## src/rtl/bottling_pkg.sv

```systemverilog
// Shared state encoding and default timing constants for the bottling line.
package bottling_pkg;
  localparam int FILL_TIMEOUT_DEF = 50;
  localparam int CAP_CYCLES_DEF   = 4;
  localparam int PACK_CYCLES_DEF  = 8;

  localparam logic [3:0] LAST_IN_DOZEN = 4'd11;

  typedef logic [2:0] state_t;
  localparam state_t S_IDLE    = 3'd0;
  localparam state_t S_ADVANCE = 3'd1;
  localparam state_t S_FILL    = 3'd2;
  localparam state_t S_CAP     = 3'd3;
  localparam state_t S_PACK    = 3'd4;
  localparam state_t S_FAULT   = 3'd5;

  function automatic int max3(int a, int b, int c);
    int m;
    m = (a > b) ? a : b;
    return (m > c) ? m : c;
  endfunction
endpackage

```

## src/rtl/bottling_ctrl_if.sv

```systemverilog
// Line-side signals: operator/sensor inputs and actuator/status outputs.
interface bottling_ctrl_if;
  logic       start, stop, sensor_bottle, sensor_level, ack;
  logic       motor, valve, capper, gp, dozen, alarm;
  logic [3:0] bottle_cnt;

  modport master (
    output start, stop, sensor_bottle, sensor_level, ack,
    input  motor, valve, capper, gp, dozen, alarm, bottle_cnt
  );
  modport slave (
    input  start, stop, sensor_bottle, sensor_level, ack,
    output motor, valve, capper, gp, dozen, alarm, bottle_cnt
  );
endinterface

```

## src/rtl/ctrl_timer.sv

```systemverilog
// Per-state cycle timer; tc flags the last cycle of a term-cycle residency.
module ctrl_timer
  import bottling_pkg::*;
#(
  parameter int W = 6
) (
  input  logic         clk,
  input  logic         reset,
  input  logic         clr,
  input  logic         en,
  input  logic [W-1:0] term,
  output logic         tc
);
  logic [W-1:0] cnt;

  always_ff @(posedge clk) begin
    if (reset || clr) cnt <= '0;
    else if (en)      cnt <= cnt + 1'b1;
  end

  assign tc = (cnt == term - 1'b1);
endmodule

```

## src/rtl/bottling_ctrl.sv

```systemverilog
// Bottling line sequencer: advance, fill, cap, and pause after each dozen.
module bottling_ctrl
  import bottling_pkg::*;
#(
  parameter int FILL_TIMEOUT = FILL_TIMEOUT_DEF,
  parameter int CAP_CYCLES   = CAP_CYCLES_DEF,
  parameter int PACK_CYCLES  = PACK_CYCLES_DEF
) (
  input logic            clk,
  input logic            reset,
  bottling_ctrl_if.slave bus
);
  localparam int TMAX = max3(FILL_TIMEOUT, CAP_CYCLES, PACK_CYCLES);
  localparam int TW   = $clog2(TMAX + 1);

  state_t      st, nxt;
  logic        stop_q, stop_any, timed, tc, cap_done, gp_q, dozen_q;
  logic [3:0]  cnt;
  logic [TW-1:0] term;

  assign stop_any = stop_q | bus.stop;
  assign timed    = st inside {S_FILL, S_CAP, S_PACK};
  assign cap_done = (st == S_CAP) && tc;

  always_comb begin
    term = TW'(FILL_TIMEOUT);
    case (st)
      S_CAP:   term = TW'(CAP_CYCLES);
      S_PACK:  term = TW'(PACK_CYCLES);
      default: term = TW'(FILL_TIMEOUT);
    endcase
  end

  // sensor_level wins over the timeout; stop wins over a newly arrived bottle
  always_comb begin
    nxt = st;
    case (st)
      S_IDLE:    if (bus.start) nxt = S_ADVANCE;
      S_ADVANCE: if (stop_any) nxt = S_IDLE;
                 else if (bus.sensor_bottle) nxt = S_FILL;
      S_FILL:    if (bus.sensor_level) nxt = S_CAP;
                 else if (tc) nxt = S_FAULT;
      S_CAP:     if (tc) nxt = (cnt == LAST_IN_DOZEN) ? S_PACK : S_ADVANCE;
      S_PACK:    if (tc) nxt = stop_any ? S_IDLE : S_ADVANCE;
      S_FAULT:   if (bus.ack) nxt = S_IDLE;
      default:   nxt = S_IDLE;
    endcase
  end

  ctrl_timer #(.W(TW)) u_timer (
    .clk   (clk),
    .reset (reset),
    .clr   (nxt != st),
    .en    (timed),
    .term  (term),
    .tc    (tc)
  );

  always_ff @(posedge clk) begin
    if (reset) begin
      st      <= S_IDLE;
      stop_q  <= 1'b0;
      cnt     <= '0;
      gp_q    <= 1'b0;
      dozen_q <= 1'b0;
    end else begin
      st      <= nxt;
      gp_q    <= cap_done;
      dozen_q <= cap_done && (cnt == LAST_IN_DOZEN);
      if (cap_done) cnt <= (cnt == LAST_IN_DOZEN) ? 4'd0 : cnt + 4'd1;
      // a stop during a bottle or pack pause is held until the line is idle
      if (nxt == S_IDLE && st != S_IDLE) stop_q <= 1'b0;
      else if (bus.stop && timed)        stop_q <= 1'b1;
    end
  end

  assign bus.motor      = (st == S_ADVANCE);
  assign bus.valve      = (st == S_FILL);
  assign bus.capper     = (st == S_CAP);
  assign bus.alarm      = (st == S_FAULT);
  assign bus.gp         = gp_q;
  assign bus.dozen      = dozen_q;
  assign bus.bottle_cnt = cnt;
endmodule

```

## src/flat_wrapper.sv

```systemverilog
// flat-port wrapper written by rule: the top's interface ports become plain ports
module bottling_ctrl_flat import bottling_pkg::*;
#(
  parameter int FILL_TIMEOUT = FILL_TIMEOUT_DEF,
  parameter int CAP_CYCLES   = CAP_CYCLES_DEF,
  parameter int PACK_CYCLES  = PACK_CYCLES_DEF
)
  (clk, reset, bus_start, bus_stop, bus_sensor_bottle, bus_sensor_level, bus_ack, bus_motor, bus_valve, bus_capper, bus_gp, bus_dozen, bus_alarm, bus_bottle_cnt);
  bottling_ctrl_if bus_i ();
  input logic clk;
  input logic reset;
  input wire logic [$bits(bus_i.start)-1:0] bus_start;
  input wire logic [$bits(bus_i.stop)-1:0] bus_stop;
  input wire logic [$bits(bus_i.sensor_bottle)-1:0] bus_sensor_bottle;
  input wire logic [$bits(bus_i.sensor_level)-1:0] bus_sensor_level;
  input wire logic [$bits(bus_i.ack)-1:0] bus_ack;
  output wire logic [$bits(bus_i.motor)-1:0] bus_motor;
  output wire logic [$bits(bus_i.valve)-1:0] bus_valve;
  output wire logic [$bits(bus_i.capper)-1:0] bus_capper;
  output wire logic [$bits(bus_i.gp)-1:0] bus_gp;
  output wire logic [$bits(bus_i.dozen)-1:0] bus_dozen;
  output wire logic [$bits(bus_i.alarm)-1:0] bus_alarm;
  output wire logic [$bits(bus_i.bottle_cnt)-1:0] bus_bottle_cnt;
  assign bus_i.start = bus_start;
  assign bus_i.stop = bus_stop;
  assign bus_i.sensor_bottle = bus_sensor_bottle;
  assign bus_i.sensor_level = bus_sensor_level;
  assign bus_i.ack = bus_ack;
  assign bus_motor = bus_i.motor;
  assign bus_valve = bus_i.valve;
  assign bus_capper = bus_i.capper;
  assign bus_gp = bus_i.gp;
  assign bus_dozen = bus_i.dozen;
  assign bus_alarm = bus_i.alarm;
  assign bus_bottle_cnt = bus_i.bottle_cnt;
  bottling_ctrl #(.FILL_TIMEOUT(FILL_TIMEOUT), .CAP_CYCLES(CAP_CYCLES), .PACK_CYCLES(PACK_CYCLES)) u_core (.clk(clk), .reset(reset), .bus(bus_i));
endmodule
```

## config.mk

```make
export PLATFORM = sky130hd
export DESIGN_NAME = bottling_ctrl_flat
export DESIGN_NICKNAME = d
export VERILOG_FILES = /design/src/rtl/bottling_pkg.sv /design/src/rtl/bottling_ctrl_if.sv /design/src/rtl/ctrl_timer.sv /design/src/rtl/bottling_ctrl.sv /design/src/flat_wrapper.sv
export SDC_FILE = /design/constraint.sdc
export NUM_CORES = 1
export LEC_CHECK = 0
export ABC_CLOCK_PERIOD_IN_PS = 2340
export BUFFER_PORTS_ARGS = -buffer_cell sky130_fd_sc_hd__buf_2
export CORE_AREA = 3 3 59 45
export CTS_CLUSTER_DIAMETER = 100
export DETAILED_ROUTE_END_ITERATION = 16
export DIE_AREA = 0 0 62 48
export GPL_TIMING_DRIVEN = 0
export PLACE_DENSITY = 0.71
export SETUP_SLACK_MARGIN = 0.3
export SYNTH_ARGS = -nofsm -noshare
export SYNTH_HDL_FRONTEND = slang
export SYNTH_SLANG_ARGS = --single-unit
```

## constraint.sdc

```tcl
create_clock -name clk -period 2.34 [get_ports clk]
set_clock_uncertainty 0.15 [all_clocks]
set_input_delay 0.117 -clock clk [delete_from_list [all_inputs] [get_ports clk]]
set_output_delay 0.117 -clock clk [all_outputs]
set_load 0.005 [all_outputs]
```

Word level (Yosys, flattened, before mapping)
Cells that the tools add are included.

storage, ports and cells
  bits in registers = 16
  bits of input ports = 7
  output and inout port bits = 10
  word-level logic and storage cells = 41

operators by class
  add/sub/neg operators = 3
  equality and inequality tests = 8
  mux-type cells = 13
  bitwise operators = 1
  reduce and logical (&&, ||, !) cells = 10

operators with widths
  kind                                                                 number
  3-bit 2-to-1 mux                                                     9
  3-bit one-hot mux with 6 select lines                                1
  6-bit one-hot mux with 2 select lines                                1
  6-bit by 1-bit adder with 6-bit output (second input constant)       1
  3-bit by 2-bit == test with 1-bit output (second input constant)     2
  3-bit == test (second input constant)                                2
  6-bit == test                                                        1
  3-bit zero test                                                      2
  3-bit nonzero test                                                   2
  6-bit by 1-bit subtractor with 6-bit output (second input constant)  1
  4-bit by 1-bit adder with 4-bit output (second input constant)       1
  4-bit == test (second input constant)                                1
  1-bit logical AND                                                    4
  4-bit 2-to-1 mux                                                     1
  3-bit by 1-bit == test with 1-bit output (second input constant)     1
  3-bit inequality test                                                1
  2-bit OR reduction                                                   1
  1-bit logical OR                                                     1
  1-bit 2-to-1 mux                                                     1
  1-bit OR                                                             1

Longest topological paths before layout
  word-level depth = 10
  mapped depth = 8
  mapped depth without buffers = 7

By module
From an unflattened synthesis, not the netlist that was laid out.

second synthesis, totals
  cells, all modules = 116
  area total of the unflattened synthesis = 980.9 um^2

by module, submodules not included
  module         instances  cells an instance  area each (um^2)  sequential area each (um^2)
  bottling_ctrl  1          71                 591.8             200.2
  ctrl_timer     1          45                 389.1             120.1

Worst setup path before layout
Ideal clock, no wire load.

  path kind = flip-flop to flip-flop
  start point = register u_core.st[2]
  end point = register u_core.u_timer.cnt[0]
  library setup time = 0.072 ns
  arrival time = 2.357 ns
  required time = 2.118 ns
  slack = -0.238 ns
  stages on the path, launching flop included = 8
  path buffers = 1
  clock period less this slack = 2.578 ns
  cell sequence = dfxtp_1 > buf_2 > or3b_2 > xnor2_1 > a2111oi_4 > nand3_2 > a31oi_4 > mux2i_1

between the ends
  longest elaborated chain between the ends = 9
  elaborated cells between the ends (all ways) = 21
  classes of those cells = add/sub: 1; eq/ne: 7; mux: 10; reduce/logical: 3

ends and longest elaborated chain
  item                                                                              line                                                           text
  from (decl)                                                                       bottling_ctrl.sv:16                                            state_t st, nxt;
  from (signal assigned)                                                            bottling_ctrl.sv:67                                            st <= nxt;
  3-bit == test / 3-bit by 2-bit == test with 1-bit output (equally long branches)  bottling_ctrl.sv:22, bottling_ctrl.sv:27, bottling_ctrl.sv:37
  6-bit one-hot mux with 2 select lines                                             bottling_ctrl.sv:27                                            case (st)
  6-bit by 1-bit subtractor with 6-bit output                                       ctrl_timer.sv:21                                               assign tc = (cnt == term - 1'b1);
  6-bit == test                                                                     ctrl_timer.sv:21
  3-bit 2-to-1 mux                                                                  bottling_ctrl.sv:42                                            else if (tc) nxt = S_FAULT;
  3-bit 2-to-1 mux                                                                  bottling_ctrl.sv:41                                            S_FILL: if (bus.sensor_level) nxt = S_CAP;
  3-bit one-hot mux with 6 select lines                                             bottling_ctrl.sv:37                                            case (st)
  3-bit inequality test                                                             bottling_ctrl.sv:53                                            .clr (nxt != st),
  1-bit logical OR                                                                  ctrl_timer.sv:17                                               if (reset || clr) cnt <= '0;
  to (signal assigned)                                                              ctrl_timer.sv:18                                               else if (en) cnt <= cnt + 1'b1;
  to (decl)                                                                         ctrl_timer.sv:14                                               logic [W-1:0] cnt;

Several ways; a longest one is shown, not always the timed one.
A chain may end at the register's enable or synchronous reset.

Worst setup path after layout
  start point = register u_core.st[0]
  end point = register u_core.stop_q

between the ends
  longest elaborated chain between the ends = 10
  elaborated cells between the ends (all ways) = 24
  classes of those cells = add/sub: 1; eq/ne: 6; mux: 10; reduce/logical: 7

ends and longest elaborated chain
  item                                                                              line                                                           text
  3-bit == test / 3-bit by 2-bit == test with 1-bit output (equally long branches)  bottling_ctrl.sv:22, bottling_ctrl.sv:27, bottling_ctrl.sv:37
  6-bit one-hot mux with 2 select lines                                             bottling_ctrl.sv:27
  6-bit by 1-bit subtractor with 6-bit output                                       ctrl_timer.sv:21
  6-bit == test                                                                     ctrl_timer.sv:21
  3-bit 2-to-1 mux                                                                  bottling_ctrl.sv:42
  3-bit 2-to-1 mux                                                                  bottling_ctrl.sv:41
  3-bit one-hot mux with 6 select lines                                             bottling_ctrl.sv:37
  3-bit zero test                                                                   bottling_ctrl.sv:72                                            if (nxt == S_IDLE && st != S_IDLE) stop_q <= 1'b0;
  1-bit logical AND                                                                 bottling_ctrl.sv:72
  2-bit OR reduction (no line)                                                      n/a
  to (signal assigned)                                                              bottling_ctrl.sv:62                                            stop_q <= 1'b0;
  to (signal assigned)                                                              bottling_ctrl.sv:72
  to (signal assigned)                                                              bottling_ctrl.sv:73                                            else if (bus.stop && timed) stop_q <= 1'b1;
  to (decl)                                                                         bottling_ctrl.sv:17                                            logic stop_q, stop_any, timed, tc, cap_done, gp_q, dozen_q;

Several ways; a longest one is shown, not always the timed one.

==> impl_metrics.toml <==
[placed_design]
dp.cells = 173
io_buffers = 16
dpl_cell_area_um2 = 1150
globalplace.congestion = 0.850
dp_hpwl_um = 1720

[synthesis]
async_flop_share = 0
synth_edf_count = 0
synth_xor_area_frac = 0.0511
synth_area_per_cell_um2 = 8.23
synth_area_leader_cell = "dfxtp_1"
synthCells = 125
synth_commonest_cells = "nand2_1 (23), dfxtp_1 (16), nor2_1 (9)"
ys_types = 37
synth.top_cell.area_share = 0.311
synth_mux_area_frac = 0.0791
synthTopCellsByArea = "dfxtp_1 (31%), nand2_1 (8.4%), mux2i_1 (6.8%)"
synth_ff_type = "dfxtp_1"
synth_nets = 134
synthAdderAreaFrac = 0.0243
synth-simple-area-share = 0.325
yosys_warnings = 0
syn_area_um2 = 1030
synth_top_family_by_area = "simple AND/OR/NAND/NOR gates"
yosysMostFrequentCell = "nand2_1"
synth_seq_cells = 16
synth_compound_area_frac = 0.157
ys_seq_area_frac = 0.311

[sta]
rsz0062_at_grt = "yes"
final-max-slew-violation-count = 0
fmax_ghz = 0.374
finalWorstSetupSlack_ps = -331
min_period_over_period = 1.14
layout_min_cycle_time_ps = 2670
slew_headroom = 0.465
setup_viol = 15
hold_viol = 0
worstMarginPinSlew_ps = 798

[drt]
remaining_drc_errors = 0
viasPerCell = 5.49
antenna_left = 0
vias = 1044
dr.pass1.iters = 4
routed_wl_um = 2680
avgRoutedWirePerCell_um = 14.1
drtIter0Drc = 56

[floorplanning]
start_util = 0.485
fp.coreArea_um2 = 2120
rows = 14
die_h_um = 48
dieWidth_um = 62
num_io_pins = 17
die_area_um2 = 2980

[cts]
ctsHtreeMaxLevel = 1
cts.clk_slew.worst_paths_ps = 100
insertion_delay_ps = 300
cts_buffers = 3
cts-root-buf = "clkbuf_4"
cts_tree = "built"
cts_buffer_depth = 2
cts_sinks = 16

[cells_and_area]
area_delta_synth_final_pct = 33.0
diodes = 0
stdcell_area_um2 = 1370
drive_above_1_share = 0.329
nets = 168
fin_util = 0.645
stdcell_count = 190

[setup_path]
crit_path_start_kind = "flip-flop"
cp_slowest_cell = "a2111oi_4"
crit_required_ps = 2400
cp_common_cell = "buf_6"
critPathTopFamily = "compound AO/OA/AOI/OAI gates"
crit_fanout = 5
cp_slowest_stage_delay_ps = 540
worstPathCellList = "buf_6 -> and3b_1 -> buf_6 -> or3_4 -> a2111oi_4 -> buf_4 -> a221o_1 -> a31oi_4 -> buf_6 -> a311oi_2"
path_class = "flip-flop to flip-flop"
arrival_ps = 2730
crit_buf_inv = 4
endpoint_kind = "flip-flop"

[global_route]
grt_pass1_vias = 891
grt_max_degree = 11
grt_pass1_wl_um = 4210
grt-ovfl-total = 0
grt_usage = 0.198
antenna_found_initial = 0

[power]
internal_power_mw = 0.418
pwr-share-seq = 0.484
power_density_nw_per_um2 = 419
p_clk_frac = 0.339
ir_worst_vdd_mv = 0.230
p_sw_mw = 0.156
pwr-share-comb = 0.177
p_leak_nw = 0.570
p_sw_frac = 0.271

[min_path]
hold_class = "primary input to flip-flop"

[status]
failed_checks = "negative setup slack"
status = "finished with violations"

[run]
drv_cap = 0
[state kept, by name, indices dropped and copies added (netlist names)]
register / cells
u_core.st: 3
u_core.u_timer.cnt: 6
u_core.bus.gp: 1
u_core.bus.dozen: 1
u_core.bus.bottle_cnt: 4
u_core.stop_q: 1
[worst reg2reg max path: cells and delay by family, from the launching register on]
kind | cells | cell delay (ps)
AOI/OAI and AO/OA | 4 | 1000
buffers and inverters | 4 | 620
and+or+nand+nor | 2 | 490
DFF | 1 | 330
[worst paths after layout]
kind	startpoint	endpoint	slack, ps	cells after the start
worst max-delay path	u_core.st[0]	u_core.stop_q	-330	10
worst min-delay path	bus_sensor_bottle	u_core.st[1]	100	5
worst max register to register	u_core.st[0]	u_core.stop_q	-330	10
worst min register to register	u_core.bus.bottle_cnt[0]	u_core.bus.bottle_cnt[0]	360	2
[layout by cell type, fill, tap and decap left out, types with 4 or more instances in the layout]
master   instances
mux2i_1          6
buf_4            8
xnor2_1          5
dfxtp_1         14
nor3b_1          7
buf_2           16
a21oi_1          6
nor2_1           8
inv_1            4
buf_6            6
nand2_1         22
[metrics by stage]
step	worst slack (ps)	hold slack, ps	power, mW	setup TNS [ps]
floorplan	-221	172	0.339	-2020
global placement	-450	308	0.359	-4970
detailed placement	-520	312	0.360	-5610
CTS	-277	82.7	0.569	-2610
global route	-432	118	0.594	-4310
finish	-331	97.0	0.573	-3030
[what timing repair did]
action / 4_1_cts / 5_1_grt
pin swaps: 12 / 3
gates resized for setup: 10 / 10
setup buffers: 10 / 2
endpoints found under the setup margin: 16 / 17
hold buffers: 1 / 0
endpoints found under the hold margin: 1 / 0
[power by group through the flow]
stage          Clock (mW)  Sequential [mW]  Combinational [mW]
6_report            0.194            0.278               0.101
5_1_grt             0.207            0.278               0.110
4_1_cts             0.196            0.278              0.0952
3_5_place_dp            0            0.283              0.0764
3_3_place_gp            0            0.283              0.0753
2_1_floorplan           0            0.283              0.0565
[final cells by class]
class | instances | area, µm²
inverters | 4 | 15.0
well taps | 32 | 40.0
plain buffers | 6 | 46.3
clock buffers | 4 | 36.3
flip-flops and latches | 16 | 323
fillers | 172 | 752
multi-input cells | 99 | 703
repair buffers | 29 | 204
[kinds of logic after synthesis]
kind of cell,Yosys count
buf+inv,10
fa+ha+maj,2
compound gates,20
flops,16
simple gates,63
xor+xnor,6
mux,8
[layer usage]
layer | wire length, µm | share of wire | GRT usage
met3 | 151 | 0.056 | 0.0485
met4 | 14 | 0.0052 | 0.0763
met2 | 1230 | 0.46 | 0.291
met5 | 0 | 0 | 0
met1 | 1290 | 0.48 | 0.277
Power figures use the tool's default switching activity.
